**config.mk**
```make
export PLATFORM = sky130hd
export DESIGN_NAME = fifo_frame_unpacker
export DESIGN_NICKNAME = d
export VERILOG_FILES = /design/src/rtl/fifo_frame_pkg.sv /design/src/rtl/sat_counter.sv /design/src/rtl/fifo_frame_unpacker.sv
export SDC_FILE = /design/constraint.sdc
export NUM_CORES = 1
export LEC_CHECK = 0
export CAP_MARGIN = 20
export CORE_UTILIZATION = 55
export CTS_BUF_LIST = sky130_fd_sc_hd__clkbuf_2 sky130_fd_sc_hd__clkbuf_4 sky130_fd_sc_hd__clkbuf_8
export CTS_CLUSTER_DIAMETER = 30
export DETAILED_ROUTE_END_ITERATION = 16
export GPL_TIMING_DRIVEN = 0
export PLACE_DENSITY = 0.82
export SLEW_MARGIN = 15
export SYNTH_ARGS = -nofsm -noshare
export SYNTH_HDL_FRONTEND = slang
export SYNTH_SLANG_ARGS = --single-unit
```
**constraint.sdc**
```tcl
create_clock -name clk -period 2.7 [get_ports clk]
set_input_delay 0.81 -clock clk [delete_from_list [all_inputs] [get_ports clk]]
set_output_delay 0.81 -clock clk [all_outputs]
set_load 0.01 [all_outputs]
```
**src/rtl/fifo_frame_pkg.sv**
```systemverilog
// Shared types for the FIFO frame unpacker: parse states and length/byte widths.
package fifo_frame_pkg;
  localparam int LEN_WIDTH  = 16;
  localparam int BYTE_WIDTH = 8;

  typedef logic [LEN_WIDTH-1:0]  len_t;
  typedef logic [BYTE_WIDTH-1:0] byte_t;

  typedef enum logic [1:0] {
    LEN_HI  = 2'd0,
    LEN_LO  = 2'd1,
    PAYLOAD = 2'd2,
    DROP    = 2'd3
  } state_e;
endpackage

```
**src/rtl/sat_counter.sv**
```systemverilog
// Event counter that sticks at all-ones instead of wrapping.
module sat_counter #(
  parameter int WIDTH = 16
) (
  input  logic             clk,
  input  logic             reset_n,
  input  logic             inc,
  output logic [WIDTH-1:0] count
);
  logic [WIDTH-1:0] count_q;

  always_ff @(posedge clk or negedge reset_n) begin
    if (!reset_n) begin
      count_q <= '0;
    end else if (inc && (count_q != {WIDTH{1'b1}})) begin
      count_q <= count_q + WIDTH'(1);
    end
  end

  assign count = count_q;
endmodule

```
**src/rtl/fifo_frame_unpacker.sv**
```systemverilog
// Pops length-prefixed frames from a first-word-fall-through byte FIFO and forwards
// legal payloads as a valid/ready byte stream; illegal frames are drained and counted.
module fifo_frame_unpacker
  import fifo_frame_pkg::*;
#(
  parameter int MAX_LEN   = 1518,
  parameter int CNT_WIDTH = 16
) (
  input  logic                 clk,
  input  logic                 reset_n,
  input  logic                 fifo_empty,
  input  logic [7:0]           fifo_data,
  output logic                 fifo_read_enable,
  output logic                 out_valid,
  input  logic                 out_ready,
  output logic [7:0]           out_data,
  output logic                 out_sop,
  output logic                 out_eop,
  output logic [CNT_WIDTH-1:0] frame_count,
  output logic [CNT_WIDTH-1:0] drop_count,
  output logic                 busy
);
  localparam len_t MaxLenL = len_t'(MAX_LEN);

  // Output handshake: a byte transfers on a rising edge where out_valid=1 and out_ready=1;
  // while out_valid=1 and out_ready=0, out_data/out_sop/out_eop are held unchanged.
  state_e state_q;
  byte_t  len_hi_q;
  len_t   remaining_q;
  logic   first_q;
  logic   out_valid_q;
  byte_t  out_data_q;
  logic   out_sop_q;
  logic   out_eop_q;

  logic slot_free;
  logic pop;
  len_t len_w;
  logic last_w;
  logic frame_inc;
  logic drop_inc;

  assign slot_free = !out_valid_q || out_ready;
  assign len_w     = {len_hi_q, fifo_data};
  assign last_w    = (remaining_q == len_t'(1));

  always_comb begin
    pop = 1'b0;
    case (state_q)
      LEN_HI, LEN_LO, DROP: pop = !fifo_empty;
      PAYLOAD:              pop = !fifo_empty && slot_free;
      default:              pop = 1'b0;
    endcase
  end

  assign frame_inc = out_valid_q && out_ready && out_eop_q;
  assign drop_inc  = pop && (((state_q == LEN_LO) && (len_w == '0)) ||
                             ((state_q == DROP) && last_w));

  always_ff @(posedge clk or negedge reset_n) begin
    if (!reset_n) begin
      state_q     <= LEN_HI;
      len_hi_q    <= '0;
      remaining_q <= '0;
      first_q     <= 1'b0;
      out_valid_q <= 1'b0;
      out_data_q  <= '0;
      out_sop_q   <= 1'b0;
      out_eop_q   <= 1'b0;
    end else begin
      // A consumed byte empties the slot unless a payload pop below refills it.
      if (out_valid_q && out_ready) begin
        out_valid_q <= 1'b0;
      end
      case (state_q)
        LEN_HI: begin
          if (pop) begin
            len_hi_q <= fifo_data;
            state_q  <= LEN_LO;
          end
        end
        LEN_LO: begin
          if (pop) begin
            if (len_w == '0) begin
              state_q <= LEN_HI;
            end else if (len_w > MaxLenL) begin
              remaining_q <= len_w;
              state_q     <= DROP;
            end else begin
              remaining_q <= len_w;
              first_q     <= 1'b1;
              state_q     <= PAYLOAD;
            end
          end
        end
        PAYLOAD: begin
          if (pop) begin
            out_valid_q <= 1'b1;
            out_data_q  <= fifo_data;
            out_sop_q   <= first_q;
            out_eop_q   <= last_w;
            first_q     <= 1'b0;
            remaining_q <= remaining_q - len_t'(1);
            if (last_w) begin
              state_q <= LEN_HI;
            end
          end
        end
        DROP: begin
          if (pop) begin
            remaining_q <= remaining_q - len_t'(1);
            if (last_w) begin
              state_q <= LEN_HI;
            end
          end
        end
        default: state_q <= LEN_HI;
      endcase
    end
  end

  sat_counter #(.WIDTH(CNT_WIDTH)) u_frame_cnt (
    .clk     (clk),
    .reset_n (reset_n),
    .inc     (frame_inc),
    .count   (frame_count)
  );

  sat_counter #(.WIDTH(CNT_WIDTH)) u_drop_cnt (
    .clk     (clk),
    .reset_n (reset_n),
    .inc     (drop_inc),
    .count   (drop_count)
  );

  assign fifo_read_enable = pop;
  assign out_valid        = out_valid_q;
  assign out_data         = out_data_q;
  assign out_sop          = out_sop_q;
  assign out_eop          = out_eop_q;
  assign busy             = (state_q != LEN_HI);
endmodule

```
==> impl_metrics.ini, run 1 <==
[status]
run_status = completed

[global_route]
grt_pass1_wl_um = 14000
grt_pass1_vias = 2898
initial_antenna_violation_count = 0
grt_start_max_net_pins = 38
globalRouteOverflowTotal = 0
grt_usage_pct = 28.1

[critical_path]
crit_chain = clkdlybuf4s50_1, nand2b_4, nor2_4, a21oi_1, buf_2
worst-r2r-cell-count = 6
crit_path_max_fanout = 4
cp_data_required_time_ns = 1.89
critical_path_buf_inv_count = 2
rrSetupSlack_ns = 0.20
endpoint_kind = output pin
critical-path-max-stage-delay_ns = 0.43
reg2reg_to = remaining_q[12]$_DFFE_PN0P_
crit_path_start_kind = input pin
timing.critical_path.slowest_stage_cell = clkdlybuf4s50_1
crit_type = in2out
timing.rr.start = remaining_q[1]$_DFFE_PN0P_
cpLargestDelayFamily = buffers and inverters
cp_data_arrival_time_ns = 1.82

[yosys]
ys_types = 52
postSynthRegisterBits = 70
synth.top_cells.by_area = dfrtp_1, mux2_2, xnor2_1, nand4_1, nor2_1
synth-seq-area-share_pct = 49.5
synth_flop_cell = dfrtp_1
synth.yosys.warnings = 0
synthCells = 338
synth_enable_flop_cells = 0
syn_avg_cell_area_um2 = 10.5
syn_area_um2 = 3540
async_reset_ff_share_pct = 100
synth_area_leader_cell = dfrtp_1
synth_top_area_share_pct = 49.5
synthesis.nets = 354

[timing]
finalWorstPathRequiredPeriod_ns = 2.63
final.setup_skew_ns = 0.00576
slew_headroom_pct = 53.0
min_period_over_period_pct = 97.4
timing_worst_slew_pin_value_ns = 0.704
fin_ws_ns = 0.0693
max_freq_mhz = 380
hold_violations = 0
number_of_max_slew_violations_in_the_final_report = 0
setup_viol_count_final = 0
rsz_0062_raised_after_global_routing = no

[layout]
mostFrequentLayoutCell = dfrtp_1
antenna_cells = 0
final_net_count = 423
drive_above_1_share_pct = 14.1
fill_cells = 432
commonest_cells_after_routing_fill_and_taps_aside = dfrtp_1, clkdlybuf4s50_1, nor2_1, nand2_1, xnor2_1
area_delta_synth_final_pct = 25.7

[place]
pre_cts_slack_ns = -0.571
gp_congestion = 0.883
detailed_placement_hpwl_um = 5850
place.port_buffers = 55

[cts]
tritoncts.num_buffers = 9
cts.root.buffer_cell = clkbuf_8
clock_latency_ns = 0.35
ctsHtreeMaxLevel = 3
cts_hold_repair.buffers = 0
buffers_from_clock_root_to_sink_at_most = 2
cts_tree = yes
cts_sinks = 70
clkSlewWorstSetupHoldPaths_ns = 0.07

[power_and_ir_drop]
leakage_nw = 1.90
ir_drop_mv = 0.568
power_report.internal_total_mw = 2.17
cellPowerDensity_nw_per_um2 = 725
switchingPower_mw = 1.05
share_seq_of_total_power_pct = 47.4
power.share.combinational_pct = 26.5
swShare_pct = 32.7
pwr-share-clk_pct = 26.1
fin_total_pwr_mw = 3.22

[floorplan]
die_area_um2 = 6750
die_w_um = 82.2
placeableCoreArea_um2 = 6060
placement_rows = 28
dieHeight_um = 82.2
ios = 57
initial_utilization_pct = 58.3

[routing]
drt_first_iter_violations = 260
remaining_drc_errors = 0
detail_route.vias_per_cell = 6.24
postRouteAntennaNets = 0
route.final.wire_length_um = 8660
routedWlPerCell_um = 17.8
via_count = 3033
drt-pass1-iter-count = 5

[min_path]
min_path_type = in2async

[flow_run]
drv.max_cap_violation_count = 0
## state kept, by name (all words and copies together) (netlist names)
name and flops:
out_data 8, first_q 1, out_valid 1, out_eop 1, u_drop_cnt.count 16, state_q 2, remaining_q 16, out_sop 1
u_frame_cnt.count 16, len_hi_q 8
## cell type report
class / count / area [um2] / share of cell area [%]
tap: 75 / 93.8 / 2.11
buffer: 11 / 55.1 / 1.24
clock inverter: 4 / 47.5 / 1.07
inverter: 10 / 37.5 / 0.845
multi-input combinational: 247 / 1740 / 39.1
sequential: 70 / 1750 / 39.4
timing repair buffer: 58 / 577 / 13.0
clock buffer: 11 / 145 / 3.27
## metrics by stage
| step | cells | util [%] | hold WS (ns) | setup TNS [ns] | cell area [um2] |
|---|---|---|---|---|---|
| floorplan | 338 | - | 0.446 | 0 | 3540 |
| global placement | 468 | 69.0 | 0.475 | -119.29 | 4180 |
| detailed placement | 469 | 69.3 | 0.480 | -14.52 | 4200 |
| CTS | 486 | 72.9 | 0.415 | 0 | 4420 |
| global route | 486 | 73.3 | 0.434 | 0 | 4440 |
| finish | 486 | 73.3 | 0.397 | 0 | 4440 |
## synthesized netlist by cell type, types with 5 or more instances
library cell  instances
inv_1                10
o22ai_1               5
nor2_1               25
xor2_1                7
nand2_1              22
a21oi_1              14
clkbuf_1              7
mux2_2               18
and3_1               11
nand4_1              16
o21ai_0              15
nand3_1              18
dfrtp_1              70
nor3_1                8
nor4_1               10
xnor2_1              19
## power groups by stage
stage | Clock [mW] | Combinational (mW) | Sequential, mW
finish | 0.840 | 0.855 | 1.53
global placement | 0 | 0.807 | 1.51
global route | 0.887 | 0.929 | 1.56
CTS | 0.847 | 0.845 | 1.52
floorplan | 0 | 0.510 | 1.49
detailed placement | 0 | 0.835 | 1.52
## worst max path at each step
stage,startpoint,endpoint,slack [ns],cells after the start
floorplan,fifo_data[3],u_drop_cnt.count[14]$_DFFE_PN0P_,0.17,5
global placement,reset_n,u_drop_cnt.count[14]$_DFFE_PN0P_,-1.52,1
detailed placement,out_ready,remaining_q[14]$_DFFE_PN0P_,-0.57,7
CTS,fifo_data[0],u_drop_cnt.count[14]$_DFFE_PN0P_,0.0002,6
global route,out_ready,fifo_read_enable,0.009,5
finish,out_ready,fifo_read_enable,0.07,5
## cells by family (layout without fill, tap and decap cells)
group / after synthesis / in the layout / synth area share, %
DFF: 70 / 70 / 49.5
buffers and inverters: 21 / 94 / 2.58
muxes: 22 / 22 / 6.94
AOI/OAI and AO/OA: 60 / 60 / 11.9
xor gates and xnor gates: 26 / 26 / 6.44
and+or+nand+nor: 135 / 135 / 21.2
adders and majority gates: 4 / 4 / 1.42
## layer usage
| layer | up-vias | GRT usage, % | share of wire, % |
|---|---|---|---|
| met5 | - | 0 | 0 |
| met4 | 0 | 10.9 | 1.9 |
| met3 | 19 | 5.93 | 6.8 |
| met2 | 130 | 44.2 | 48 |
| met1 | 1487 | 38.0 | 43 |
| li1 | 1397 | - | - |
## repair_timing
action / 4_1_cts / 5_1_grt
pin swaps: 2 / 1
setup buffers: 2 / 0
endpoints found under the setup margin: 24 / 18
resized for setup: 12 / 6
(Power assumes the default switching activity.)
==> run 2: changes to the inputs <==
- CORE_ASPECT_RATIO: default -> 1.5
- SLEW_MARGIN: 15 -> default
==> run 2 against run 1 <==
Critical path depth up 2. Combinational power about the same. Maximum frequency up 0.56%. Register-to-register slack better by 0.07 ns. Largest cell class unchanged. Clock skew up 0.0027 ns. Worst setup slack improved by 0.015 ns. Flip-flop and latch count is the same. Non-clock buffer count unchanged. Hold slack improved by 0.088 ns. Global-route usage up 0.94 points.
==> impl_metrics.ini, run 2 (same netlist as run 1, synthesis figures left out) <==
[status]
run_status = completed

[layout]
final_design_area_no_fill_um2 = 4380
sequential_cell_area_um2 = 1750
final_net_count = 423
antenna_cells = 0
multi_input_area_um2 = 1730
area_delta_synth_final_pct = 24.0
mostFrequentLayoutCell = dfrtp_1
fill_cells = 466
drive_above_1_share_pct = 14.1
final_core_density_pct = 71.0
commonest_cells_after_routing_fill_and_taps_aside = dfrtp_1, clkdlybuf4s50_1, nor2_1, nand2_1, xnor2_1

[floorplan]
die_area_um2 = 6760
initial_utilization_pct = 57.3
dieHeight_um = 100
placeableCoreArea_um2 = 6170
die_w_um = 67.5
ios = 57
placement_rows = 35

[cts]
cts.root.buffer_cell = clkbuf_8
ctsHtreeMaxLevel = 3
clkSlewWorstSetupHoldPaths_ns = 0.07
buffers_from_clock_root_to_sink_at_most = 2
cts_hold_repair.buffers = 0
clock_latency_ns = 0.35
cts_sinks = 70
tritoncts.num_buffers = 9
cts_tree = yes

[timing]
min_period_over_period_pct = 96.9
finalWorstPathRequiredPeriod_ns = 2.62
final.setup_skew_ns = 0.00841
hold_violations = 0
setup_viol_count_final = 0
number_of_max_slew_violations_in_the_final_report = 0
holdWs_ns = 0.486
rsz_0062_raised_after_global_routing = no
max_freq_mhz = 382
slew_headroom_pct = 40.5
timing_worst_slew_pin_value_ns = 0.892
fin_tns_setup_ns = 0

[place]
postPlaceCellArea_um2 = 4180
detailed_placement_hpwl_um = 6080
place.port_buffers = 55
gp_congestion = 0.898

[routing]
routedWlPerCell_um = 18.0
detail_route.vias_per_cell = 6.23
route.final.wire_length_um = 8710
postRouteAntennaNets = 0
remaining_drc_errors = 0
drt-pass1-iter-count = 5
drt_first_iter_violations = 244
via_count = 3014

[flow_run]
drv.max_cap_violation_count = 0

[global_route]
initial_antenna_violation_count = 0
grt_usage_pct = 29.0
grt_pass1_wl_um = 14500
globalRouteOverflowTotal = 0
grt_start_max_net_pins = 71
grt_pass1_vias = 3071

[critical_path]
cp.depth = 7
endpoint_kind = register
rrSetupSlack_ns = 0.27
critical-path-max-stage-delay_ns = 0.56
timing.critical_path.slowest_stage_cell = or4_4
critical_path_buf_inv_count = 2
cpLargestDelayFamily = simple AND/OR/NAND/NOR gates
crit_path_max_fanout = 5
crit_type = in2reg
crit_path_start_kind = input pin
cp_data_arrival_time_ns = 2.87
crit_chain = dlygate4sd2_1, or4_4, or4_4, o32ai_4, buf_6, nand4_1, xnor2_1
startpoint = fifo_data[3]
worst-r2r-cell-count = 6
timing.rr.start = remaining_q[8]$_DFFE_PN0P_
crit_path_frequent_cell = or4_4
cp_data_required_time_ns = 2.95
reg2reg_to = u_drop_cnt.count[13]$_DFFE_PN0P_

[min_path]
hold_path_end = u_frame_cnt.count[9]$_DFFE_PN0P_
min_delay_path_depth = 1
hold_start = u_frame_cnt.count[9]$_DFFE_PN0P_
min_path_type = reg2reg

[power_and_ir_drop]
leakage_nw = 1.88
fin_total_pwr_mw = 3.11
cellPowerDensity_nw_per_um2 = 711
ir_drop_mv = 0.513
## run 2: changes by cell type in the layout (fill, tap and decap cells not counted), sizes merged
cell	delta
bufinv	-1
clkbuf	+1
clkinvlp	-1
dlygate4sd2	+1
dlymetal6s2s	-1
## run 2: where the power goes
| part | switching [mW] | total [mW] | internal [mW] |
|---|---|---|---|
| combinational | 0.416 | 0.854 | 0.439 |
| clock | 0.374 | 0.740 | 0.366 |
| sequential | 0.245 | 1.52 | 1.28 |
| total | 1.03 | 3.11 | 2.08 |
## run 2: timing repair
action	4_1_cts	5_1_grt
setup buffers	2	0
hold endpoints to repair	0	0
endpoints found under the setup margin	21	2
gates cloned	1	0
resized for setup	14	2
pin swaps	3	0
## run 2: how the worst max path moves through the flow
| stage | to |
|---|---|
| floorplan | u_drop_cnt.count[14]$_DFFE_PN0P_ |
| global placement | u_drop_cnt.count[14]$_DFFE_PN0P_ |
| detailed placement | remaining_q[14]$_DFFE_PN0P_ |
| CTS | fifo_read_enable |
| global route | u_drop_cnt.count[13]$_DFFE_PN0P_ |
| finish | u_drop_cnt.count[13]$_DFFE_PN0P_ |
## run 2: area by class of cell
class                           count  area share (%)
Tap cell                           74            2.11
Clock inverter                      2           0.228
Timing Repair Buffer               58            12.7
Buffer                             11            1.26
Clock buffer                       12            3.48
Multi-Input combinational cell    247            39.4
Sequential cell                    70            40.0
Inverter                           10           0.856
## run 2: routing by layer
metal / routed length [um] / track usage [%]
met1: 3270 / 31.7
met2: 4610 / 49.8
met3: 467 / 4.77
met4: 368 / 19.1
met5: 0 / 0
## run 2: metrics by stage
| step | setup slack (ns) | cells |
|---|---|---|
| 2_1_floorplan | 0.169 | 338 |
| 3_3_place_gp | -1.51 | 467 |
| 3_5_place_dp | -0.531 | 467 |
| 4_1_cts | 0.00606 | 484 |
| 5_1_grt | 0.0103 | 484 |
| 6_report | 0.0838 | 484 |
==> run 3: changes to the inputs <==
- ABC_AREA: default -> 1
- CORE_UTILIZATION: 55 -> 57
- CTS_CLUSTER_SIZE: default -> 40
==> run 3 against run 2 <==
Critical path depth is the same. Worst setup slack lost 0.016 ns. Largest power group unchanged. Largest cell class is now multi-input combinational cells. Hold slack gained 0.0051 ns.
==> impl_metrics.ini, run 3 <==
[power_and_ir_drop]
leakage_nw = 2.46
fin_total_pwr_mw = 3.84
ir_drop_mv = 0.778
cellPowerDensity_nw_per_um2 = 745

[yosys]
yosysMostFrequentCell = nand2_1
synthAdderAreaFrac_pct = 1.18
synth_area_leader_cell = dfrtp_1
synth_xor_area_share_pct = 3.93
synth.yosys.warnings = 0
post_synthesis_mux_area_share_pct = 0.266
synth_enable_flop_cells = 0
yosys-top-cells-count = nand2_1, nor2_1, dfrtp_1, inv_1, nand3_1
synth_compound_gate_area_share_pct = 5.88
synthCells = 597
synth.top_cells.by_area = dfrtp_1, nand2_1, nor2_1, nand4_1, nand3_1
syn_avg_cell_area_um2 = 7.10
ys_types = 36
synth_flop_cell = dfrtp_1
synthesis.nets = 613
synth-seq-area-share_pct = 41.3
synth_simple_gate_area_share_pct = 40.7
synth_top_area_share_pct = 41.3
async_reset_ff_share_pct = 100
largest_family_of_logic_cells_by_synthesized_area = simple AND/OR/NAND/NOR gates
postSynthRegisterBits = 70
syn_area_um2 = 4240

[routing]
detailroute.wirelength.met3_um = 417
route.layer.met1.wl_um = 4080
via_count = 4180
route.top_layer_used = met4
postRouteAntennaNets = 0
met2RoutedLength_um = 5750
remaining_drc_errors = 0
routedWlPerCell_um = 13.7
drt_first_iter_violations = 306
detail_route.vias_per_cell = 5.41
route.final.wire_length_um = 10600
drt-pass1-iter-count = 5

[critical_path]
cp_data_arrival_time_ns = 1.82
crit_chain = clkdlybuf4s50_1, inv_1, nand2_2, nor2_2, nor2_2, buf_6, buf_2
critical_path_buf_inv_count = 4
crit_path_frequent_cell = nor2_2
crit_type = in2out
cp.depth = 7
timing.critical_path.slowest_stage_cell = clkdlybuf4s50_1
worst-r2r-cell-count = 9
critPathCapture = fifo_read_enable
cp_data_required_time_ns = 1.89
cpLargestDelayFamily = buffers and inverters
rrSetupSlack_ns = 0.89
crit_path_start_kind = input pin
crit_path_max_fanout = 2
startpoint = out_ready
reg2reg_to = u_frame_cnt.count[10]$_DFFE_PN0P_
critical-path-max-stage-delay_ns = 0.47
endpoint_kind = output pin
timing.rr.start = u_frame_cnt.count[0]$_DFFE_PN0P_

[global_route]
grt_pass1_vias = 4101
globalRouteOverflowTotal = 0
grt_usage_pct = 29.1
grt_start_max_net_pins = 71
initial_antenna_violation_count = 0
grt_pass1_wl_um = 17500

[status]
run_status = completed

[cts]
cts.root.buffer_cell = clkbuf_8
clock_latency_ns = 0.37
clkSlewWorstSetupHoldPaths_ns = 0.08
cts_sinks = 70
buffers_from_clock_root_to_sink_at_most = 2
ctsHtreeMaxLevel = 3
cts_tree = yes
tritoncts.num_buffers = 9

[layout]
antenna_cells = 0
final_design_area_no_fill_um2 = 5150
commonest_cells_after_routing_fill_and_taps_aside = nand2_1, nor2_1, dfrtp_1, clkdlybuf4s50_1, inv_1
area_delta_synth_final_pct = 21.6
fin_cells = 772
mostFrequentLayoutCell = nand2_1
final_net_count = 683
drive_above_1_share_pct = 9.23

[timing]
final.setup_skew_ns = 0.0166
setup_viol_count_final = 0
max_freq_mhz = 380
hold_violations = 0
timing_worst_slew_pin_value_ns = 0.890
rsz_0062_raised_after_global_routing = no
min_period_over_period_pct = 97.5
number_of_max_slew_violations_in_the_final_report = 0
finalWorstPathRequiredPeriod_ns = 2.63
slew_headroom_pct = 40.7

[floorplan]
placement_rows = 38
die_w_um = 72.4
dieHeight_um = 108
ios = 57
die_area_um2 = 7790
placeableCoreArea_um2 = 7230
initial_utilization_pct = 58.6

[place]
postPlaceCellArea_um2 = 4920
gp_congestion = 0.894
detailed_placement_hpwl_um = 7770
place.port_buffers = 56
placed_cells = 753

[min_path]
min_path_type = reg2reg
min_delay_path_depth = 2

[flow_run]
drv.max_cap_violation_count = 0
==> run 3: cell types whose count changed in the layout (fill, tap and decap cells not counted), moves of 13 or more <==
cell     previous run  this run
nand2_1            22       213
nor2_1             24        72
inv_1              10        46
nand3_1            18        36
mux2_2             18         1
nand4_1            16        29
o21ai_1             1        14
==> run 3: report_power, final <==
part	total [mW]	internal, mW	switching [mW]
Combinational	1.42	0.610	0.808
Clock	0.883	0.443	0.440
Sequential	1.54	1.28	0.259
Total	3.84	2.33	1.51
==> run 3: metal layers <==
metal  track usage, %  vias up
li1                 -     2054
met1             30.1     1975
met2             52.6      123
met3             6.46       28
met4             16.5        0
met5                0        -
==> run 3: logic make-up (layout without fill, tap and decap cells) <==
group	count (synthesis)	count (layout)
adders and majority gates	4	4
muxes	1	1
DFF	70	70
buffers and inverters	68	143
AOI/OAI and AO/OA	48	48
xor gates and xnor gates	19	19
and+or+nand+nor	387	387
==> run 3: worst min-delay path by stage <==
| stage | slack [ns] | startpoint | to |
|---|---|---|---|
| floorplan | 0.45 | first_q$_DFFE_PN0P_ | first_q$_DFFE_PN0P_ |
| global placement | 0.46 | first_q$_DFFE_PN0P_ | first_q$_DFFE_PN0P_ |
| detailed placement | 0.47 | first_q$_DFFE_PN0P_ | first_q$_DFFE_PN0P_ |
| CTS | 0.49 | first_q$_DFFE_PN0P_ | first_q$_DFFE_PN0P_ |
| global route | 0.52 | out_data[6]$_DFFE_PN0P_ | out_data[6]$_DFFE_PN0P_ |
| finish | 0.49 | first_q$_DFFE_PN0P_ | first_q$_DFFE_PN0P_ |
==> run 3: timing repair <==
item	CTS	global route
endpoints found under the setup margin	1	1
hold buffers	0	0
setup buffers	3	0
resized for setup	7	1
pin swaps	1	1
==> run 3: metrics by stage <==
step / hold slack, ns / util, % / setup WS [ns] / TNS (ns)
global route: 0.515 / 71.3 / 0.0104 / 0
CTS: 0.486 / 71.2 / 0.0190 / 0
detailed placement: 0.466 / 68.1 / -0.659 / -0.659
finish: 0.491 / 71.3 / 0.0682 / 0
floorplan: 0.445 / - / 0.559 / 0
global placement: 0.461 / 68.1 / -1.56 / -109.67
==> run 3: final cells by class <==
type | instances | area (um2)
Fill cell | 618 | 2080
Inverter | 50 | 188
Clock buffer | 10 | 131
Timing Repair Buffer | 59 | 576
Buffer | 18 | 104
Multi-Input combinational cell | 459 | 2200
Clock inverter | 6 | 71.3
Tap cell | 100 | 125
Sequential cell | 70 | 1750
==> run 3: worst register-to-register path, stage by stage (launching register included) <==
cell and delay (ns):
dfrtp_1 0.46, ha_1 0.22, nand3_1 0.18, nor2_1 0.23
nand3_1 0.10, nand2_1 0.11, buf_2 0.24, nor2_1 0.07
nand2_1 0.06, nand2_1 0.04
